--- src/rtl/f3m_poly_reduce.sv ---
// f3m_poly_reduce: sequential GF(3)[x] reducer. Brings a 2M-coefficient product
// down modulo the monic trinomial PX. Each clock cancels the top coefficient of a
// 2M-coefficient window, so one reduction takes exactly M cycles.
module f3m_poly_reduce #(
   parameter int             M  = 97,
   parameter logic [2*M+1:0] PX = 196'h4000000000000000000000000000000000000000001000002
) (
   input  logic           clk,
   input  logic           reset,
   input  logic           start,
   input  logic [4*M-1:0] a,
   output logic           busy,
   output logic           done,
   output logic [2*M-1:0] c
);

   localparam int CNT_W = $clog2(M + 1);

   typedef enum logic {IDLE = 1'b0, RUN = 1'b1} state_t;

   state_t           state_q, state_d;
   logic [4*M-1:0]   w_q, w_d;
   logic [4*M-1:0]   w_step;
   logic [CNT_W-1:0] cnt_q, cnt_d;
   logic             busy_q, busy_d;
   logic             done_q, done_d;
   logic [2*M-1:0]   c_q, c_d;
   logic [1:0]       q;
   logic [2*M-1:0]   t_low;

   // GF(3) addition on the 2-bit code; the illegal code 11 yields an arbitrary value.
   function automatic logic [1:0] gf3_add(input logic [1:0] x, input logic [1:0] y);
      logic [1:0] r;
      case ({x, y})
         4'b0000: r = 2'b00;
         4'b0001: r = 2'b01;
         4'b0010: r = 2'b10;
         4'b0100: r = 2'b01;
         4'b0101: r = 2'b10;
         4'b0110: r = 2'b00;
         4'b1000: r = 2'b10;
         4'b1001: r = 2'b00;
         4'b1010: r = 2'b01;
         default: r = 2'b00;
      endcase
      return r;
   endfunction

   // Negation in GF(3) is a swap of the two code bits (1 <-> 2, 0 stays 0).
   function automatic logic [1:0] gf3_neg(input logic [1:0] r);
      return {r[0], r[1]};
   endfunction

   // Multiplication by q in {0,1,2}: 2*r is -r.
   function automatic logic [1:0] gf3_mul(input logic [1:0] qv, input logic [1:0] r);
      logic [1:0] p;
      case (qv)
         2'b01:   p = r;
         2'b10:   p = gf3_neg(r);
         default: p = 2'b00;
      endcase
      return p;
   endfunction

   function automatic logic [1:0] gf3_sub(input logic [1:0] s, input logic [1:0] r);
      return gf3_add(s, gf3_neg(r));
   endfunction

   // One elimination step: subtract q*PX from the top M+1 coefficients, whose
   // leading term is then zero and is dropped as the window shifts left.
   always_comb begin
      q     = w_q[4*M-1 -: 2];
      t_low = '0;
      for (int i = 0; i < M; i++) begin
         t_low[2*i +: 2] = gf3_sub(w_q[2*M-2+2*i +: 2], gf3_mul(q, PX[2*i +: 2]));
      end
      w_step = {t_low, w_q[2*M-3:0], 2'b00};
   end

   // Sequencer next-state: load on start when idle, step M times, then publish c.
   always_comb begin
      state_d = state_q;
      w_d     = w_q;
      cnt_d   = cnt_q;
      busy_d  = busy_q;
      done_d  = 1'b0;
      c_d     = c_q;
      case (state_q)
         IDLE: begin
            if (start) begin
               w_d     = a;
               cnt_d   = '0;
               busy_d  = 1'b1;
               state_d = RUN;
            end
         end
         RUN: begin
            w_d   = w_step;
            cnt_d = cnt_q + CNT_W'(1);
            if (cnt_q == CNT_W'(M - 1)) begin
               c_d     = w_step[4*M-1:2*M];
               done_d  = 1'b1;
               busy_d  = 1'b0;
               state_d = IDLE;
            end
         end
         default: begin
            state_d = IDLE;
            busy_d  = 1'b0;
         end
      endcase
   end

   // State registers; reset clears everything at once, aborting any reduction.
   always_ff @(posedge clk or posedge reset) begin
      if (reset) begin
         state_q <= IDLE;
         w_q     <= '0;
         cnt_q   <= '0;
         busy_q  <= 1'b0;
         done_q  <= 1'b0;
         c_q     <= '0;
      end else begin
         state_q <= state_d;
         w_q     <= w_d;
         cnt_q   <= cnt_d;
         busy_q  <= busy_d;
         done_q  <= done_d;
         c_q     <= c_d;
      end
   end

   assign busy = busy_q;
   assign done = done_q;
   assign c    = c_q;

endmodule
--- config.mk ---
export PLATFORM = sky130hd
export DESIGN_NAME = f3m_poly_reduce
export DESIGN_NICKNAME = d
export VERILOG_FILES = /design/src/rtl/f3m_poly_reduce.sv
export SDC_FILE = /design/constraint.sdc
export NUM_CORES = 1
export LEC_CHECK = 0
export CORE_MARGIN = 8
export CORE_UTILIZATION = 45
export CTS_CLUSTER_SIZE = 24
export DETAILED_ROUTE_END_ITERATION = 12
export GPL_TIMING_DRIVEN = 0
export PLACE_DENSITY = 0.72
export SYNTH_ARGS = -nofsm -noshare
export SYNTH_HDL_FRONTEND = slang
export SYNTH_SLANG_ARGS = --single-unit
--- constraint.sdc ---
create_clock -name clk -period 31 [get_ports clk]
set_clock_uncertainty 0.05 [all_clocks]
set_input_delay 9.3 -clock clk [delete_from_list [all_inputs] [get_ports clk]]
set_output_delay 9.3 -clock clk [all_outputs]
set_load 0.05 [all_outputs]
## Word level (Yosys, flattened, before mapping)

Memories as Yosys holds them, arrays and structs flattened.
Cells that the tools add are included.

| operators by class | value |
|---|---|
| add/subtract/negate cells | 1 |
| equality and inequality tests | 5 |
| mux-type cells | 14 |
| bitwise gates (word level) | 1 |
| reductions and logical operators | 2 |

Operator list:

| cell | count |
|---|---|
| 388-bit case mux with 2 select lines | 1 |
| 388-bit 2-to-1 mux | 1 |
| 7-bit case mux with 2 select lines | 1 |
| 2-bit case mux with 2 select lines | 2 |
| 7-bit by 1-bit adder with 7-bit output, second input constant | 1 |
| 7-bit == test, second input constant | 1 |
| 7-bit 2-to-1 mux | 1 |
| 1-bit 2-to-1 mux | 6 |
| 1-bit case mux with 2 select lines | 2 |
| 2-bit AND reduction | 2 |
| 2-bit by 1-bit == test with 1-bit output, second input constant | 1 |
| 2-bit == test, second input constant | 1 |
| 2-bit by 1-bit inequality test with 1-bit output, second input constant | 1 |
| 2-bit inequality test, second input constant | 1 |
| 1-bit NOT | 1 |

| word-level totals | value |
|---|---|
| register bits after elaboration | 592 |
| memory bits (read-only) | 3,104 |
| input port bits | 391 |
| output and inout port bits | 196 |
| word-level logic and storage cells | 126 |
| memories kept | 97 |

Memory list:

| memory | depth | bits a word | rd ports | clocked after memory_dff | write ports | RTL line | text |
|---|---|---|---|---|---|---|---|
| (no name shown) | 16 | 2 | 1 | 0 | 0 | 34 | `case ({x, y})` |
| (no name shown) | 16 | 2 | 1 | 0 | 0 | 34 |  |
| (no name shown) | 16 | 2 | 1 | 0 | 0 | 34 |  |
| (no name shown) | 16 | 2 | 1 | 0 | 0 | 34 |  |
| (no name shown) | 16 | 2 | 1 | 0 | 0 | 34 |  |
| (no name shown) | 16 | 2 | 1 | 0 | 0 | 34 |  |
| +91 memories | - | - | - | - | - | - |  |

## Depth between registers and ports, before layout

An unclocked memory read counts as a cell.

| logic depth | value |
|---|---|
| depth after elaboration | 4 |
| gate-level depth with buffers | 7 |
| gate-level depth less buffers | 5 |

## Worst setup path before layout

OpenSTA, ideal clock, no wires.

| timing | value |
|---|---|
| path kind | input to register |
| start | input port start |
| end | register w_q[143] |
| setup time | 0.133 ns |
| arrival | 10.391 ns |
| required time | 30.817 ns |
| path slack | 20.426 ns |
| stages on the path | 5 |
| buffers on the path | 3 |
| path through | clkbuf_1 -> buf_2 -> buf_1 -> mux2i_1 -> o21ai_0 |

| on the way | value |
|---|---|
| cells in the longest elaborated chain, start to end | 1 |

RTL lines:

| what | RTL line | text |
|---|---|---|
| from (decl) | 10 | `input logic start,` |
| 2-bit inequality test (no line) | - |  |
| to (signal assigned) | 125 | `w_q <= w_d;` |
| to (decl) | 22 | `logic [4*M-1:0] w_q, w_d;` |

No other way between the ends.
A chain may end at the register's enable or synchronous reset.

## Worst setup path after layout

| timing | value |
|---|---|
| start | register c_q[34] (netlist: c[34]) |
| end | output port c[34] |

RTL lines:

| what | RTL line | text |
|---|---|---|
| from (decl) | 27 | `logic [2*M-1:0] c_q, c_d;` |
| from (signal assigned) | 122 | `c_q <= '0;` |
| from (signal assigned) | 129 | `c_q <= c_d;` |
| to (decl) | 14 | `output logic [2*M-1:0] c` |

No word-level cell between the ends.

==> impl_metrics.yaml <==
synthesis:
  synth_area_leaders: "dfrtp_1 56%, mux2i_1 15%, o21ai_0 7.3%, nand2_1 5.5%, mux2_1 5.3%"
  netlist_instances: 2338
  ys_async_sr_fraction_pct: 100
  synth_edf_count: 0
  synthMostInstantiatedCell: "dfrtp_1"
  synth_commonest_cells: "592 x dfrtp_1, 392 x mux2i_1, 387 x nand2_1, 387 x o21ai_0, 194 x nor2b_1"
  synth_ff_type: "dfrtp_1"
  syn_nets: 2733
  ys_types: 26
  synth_top_area_share_pct: 56.0
  yosysSeqAreaShare_pct: 56.0
  avgSynthCellArea_um2: 11.3
  ys_ff_latch: 592
  synth_area_um2: 26500
  synth_warnings: 0
  yosysTopAreaCell: "dfrtp_1"
timing:
  fin_crit_sh_pct: 36.4
  slew_violations: 0
  max_freq_mhz: 88.6
  worst_pin_slew_ns: 0.953
  slew-limit-headroom_pct: 36.4
  fin_crit_ns: 11.28
  hold_viol: 0
  setup_viol: 0
  rsz0062_at_grt: "no"
clocking:
  htreeDepth: 2
  cts-hold-fix-buffers: 0
  insertion_delay_ns: 0.61
  ctsResizeCount: 0
  clock_sinks: 592
  clk_path_buf_depth: 3
  cts_setup_buffers: 0
  tritoncts: "done"
  cts_inserted_buffers: 61
  cts-root-buf: "clkbuf_16"
  clk_pin_slew_ns: 0.06
route:
  ant_nets: 0
  viasPerCell: 5.26
  wl_per_cell_um: 21.2
  wl_mm: 81.1
  dr.pass1.iters: 5
  drt_iter0_markers: 1072
  num_vias: 20118
  drc_errors: 0
power_and_ir_drop:
  fin_total_pwr_mw: 3.11
  cellLeakagePower_nw: 16.9
  p_per_area_nw_per_um2: 87.9
  ir_worst_vdd_mv: 0.0560
cells_and_area:
  instances_no_fill: 3826
  drive_gt1_share_pct: 7.41
  fin_nets: 3385
  area_growth_pct: 33.7
  stdcell_area_um2: 35400
  fillers: 4871
setup_path:
  crit_chain: "clkdlybuf4s50_1"
  max_stage_delay_ns: 0.97
  worstPathArrival_ns: 1.93
  path_class: "register to primary output"
  crit_path_top_delay_cell: "clkdlybuf4s50_1"
  critPathMaxFanout: 2
  start_kind: "register"
  worst_setup_path_end_kind: "primary output"
  worst-path-buf-inv: 1
  worst-endpoint-required_ns: 21.65
  cp_top_family: "buffers and inverters"
die:
  die_y_um: 259
  die_w_um: 259
  coreArea_um2: 58600
  initial_core_util_pct: 45.2
  io_pins: 587
  rows: 89
  dieArea_um2: 66800
place:
  dp_hpwl_mm: 62.0
  place.gp.congestion: 0.902
  portBuffers: 585
  place_inst: 3700
  place_area_um2: 33400
grt:
  grt_antenna_before_repair: 34
  grt_first_pass_wirelength_mm: 124
  gr-usage-all-layers_pct: 23.4
  grt_max_degree: 131
  grt_pass1_vias: 21615
  overflow: 0
worst_hold_path:
  hold_path_class: "register to register"
flow_run:
  maxCapViolations: 0
run_status:
  status: "completed"
[stage by stage]
stage               hold slack, ns  util (%)  TNS, ns  worst slack [ns]
CTS                          0.422      60.3        0             19.66
finish                       0.423      60.4        0             19.72
global placement             0.409      56.8  -675.42             -1.21
detailed placement           0.413      57.0        0             19.28
floorplan                    0.399         -        0              5.08
global route                 0.452      60.4        0             19.66
[cells by family (layout without fill, tap and decap cells)]
| logic type | count (synthesis) | after routing | share of synthesized area [%] |
|---|---|---|---|
| AOI/OAI and AO/OA | 402 | 402 | 7.72 |
| buffers and inverters | 160 | 857 | 2.69 |
| DFF | 592 | 592 | 56.0 |
| adders and majority gates | 4 | 4 | 0.189 |
| and+or+nand+nor | 595 | 595 | 10.4 |
| other | 0 | 18 | 0 |
| muxes | 585 | 585 | 23.0 |
[final cells by class]
cell class	count	area [um^2]	area share (%)
sequential	592	14800	41.9
multi-input combinational	1586	10900	30.9
timing repair buffer	589	5970	16.9
clock buffer	96	1840	5.19
tap	773	967	2.73
buffer	152	683	1.93
clock inverter	12	90.1	0.255
antenna	18	45.0	0.127
inverter	8	37.5	0.106
[layer usage]
layer | wire [um] | global-route usage (%)
met1 | 32600 | 27.8
met2 | 38800 | 39.1
met3 | 6190 | 7.75
met4 | 3230 | 9.23
met5 | 203 | 0
[path summary, 6_finish.rpt]
kind / startpoint / depth (start not counted) / to / slack, ns
worst max-delay path: c[34] / 1 / c[34] / 19.72
worst min-delay path: w_q[6] / 2 / w_q[8] / 0.42
worst max register to register: state_q / 6 / w_q[380] / 28.15
worst min register to register: w_q[6] / 2 / w_q[8] / 0.42
max in group asynchronous: reset / 4 / w_q[201] / 19.99
min in group asynchronous: reset / 2 / c[75] / 9.25
[layout by cell type (no fill, tap or decap), types with 2 or more instances in the layout]
cell type,n
dfrtp_1,592
clkdlybuf4s50_1,585
mux2i_1,392
nand2_1,387
o21ai_0,387
nor2b_1,194
mux2_1,125
clkbuf_1,105
mux2_2,68
clkbuf_16,61
buf_2,45
diode_2,18
clkbuf_8,18
buf_4,15
clkinv_2,9
inv_1,7
nor2_1,6
buf_1,4
ha_1,4
buf_16,4
nand4_1,3
o31ai_1,3
a21oi_1,3
nand3_1,2
o211ai_1,2
a2bb2oi_1,2
a211oi_1,2
a21o_1,2
clkinvlp_4,2
[registers in the layout (all words and copies together) (netlist names)]
register  flops
cnt_q         7
done          1
state_q       1
c           194
w_q         388
busy          1
[power breakdown]
| part | internal [mW] | switching [mW] |
|---|---|---|
| clock | 0.411 | 0.303 |
| sequential | 1.06 | 0.185 |
| combinational | 0.443 | 0.704 |
| total | 1.92 | 1.19 |
(Power assumes the default switching activity.)
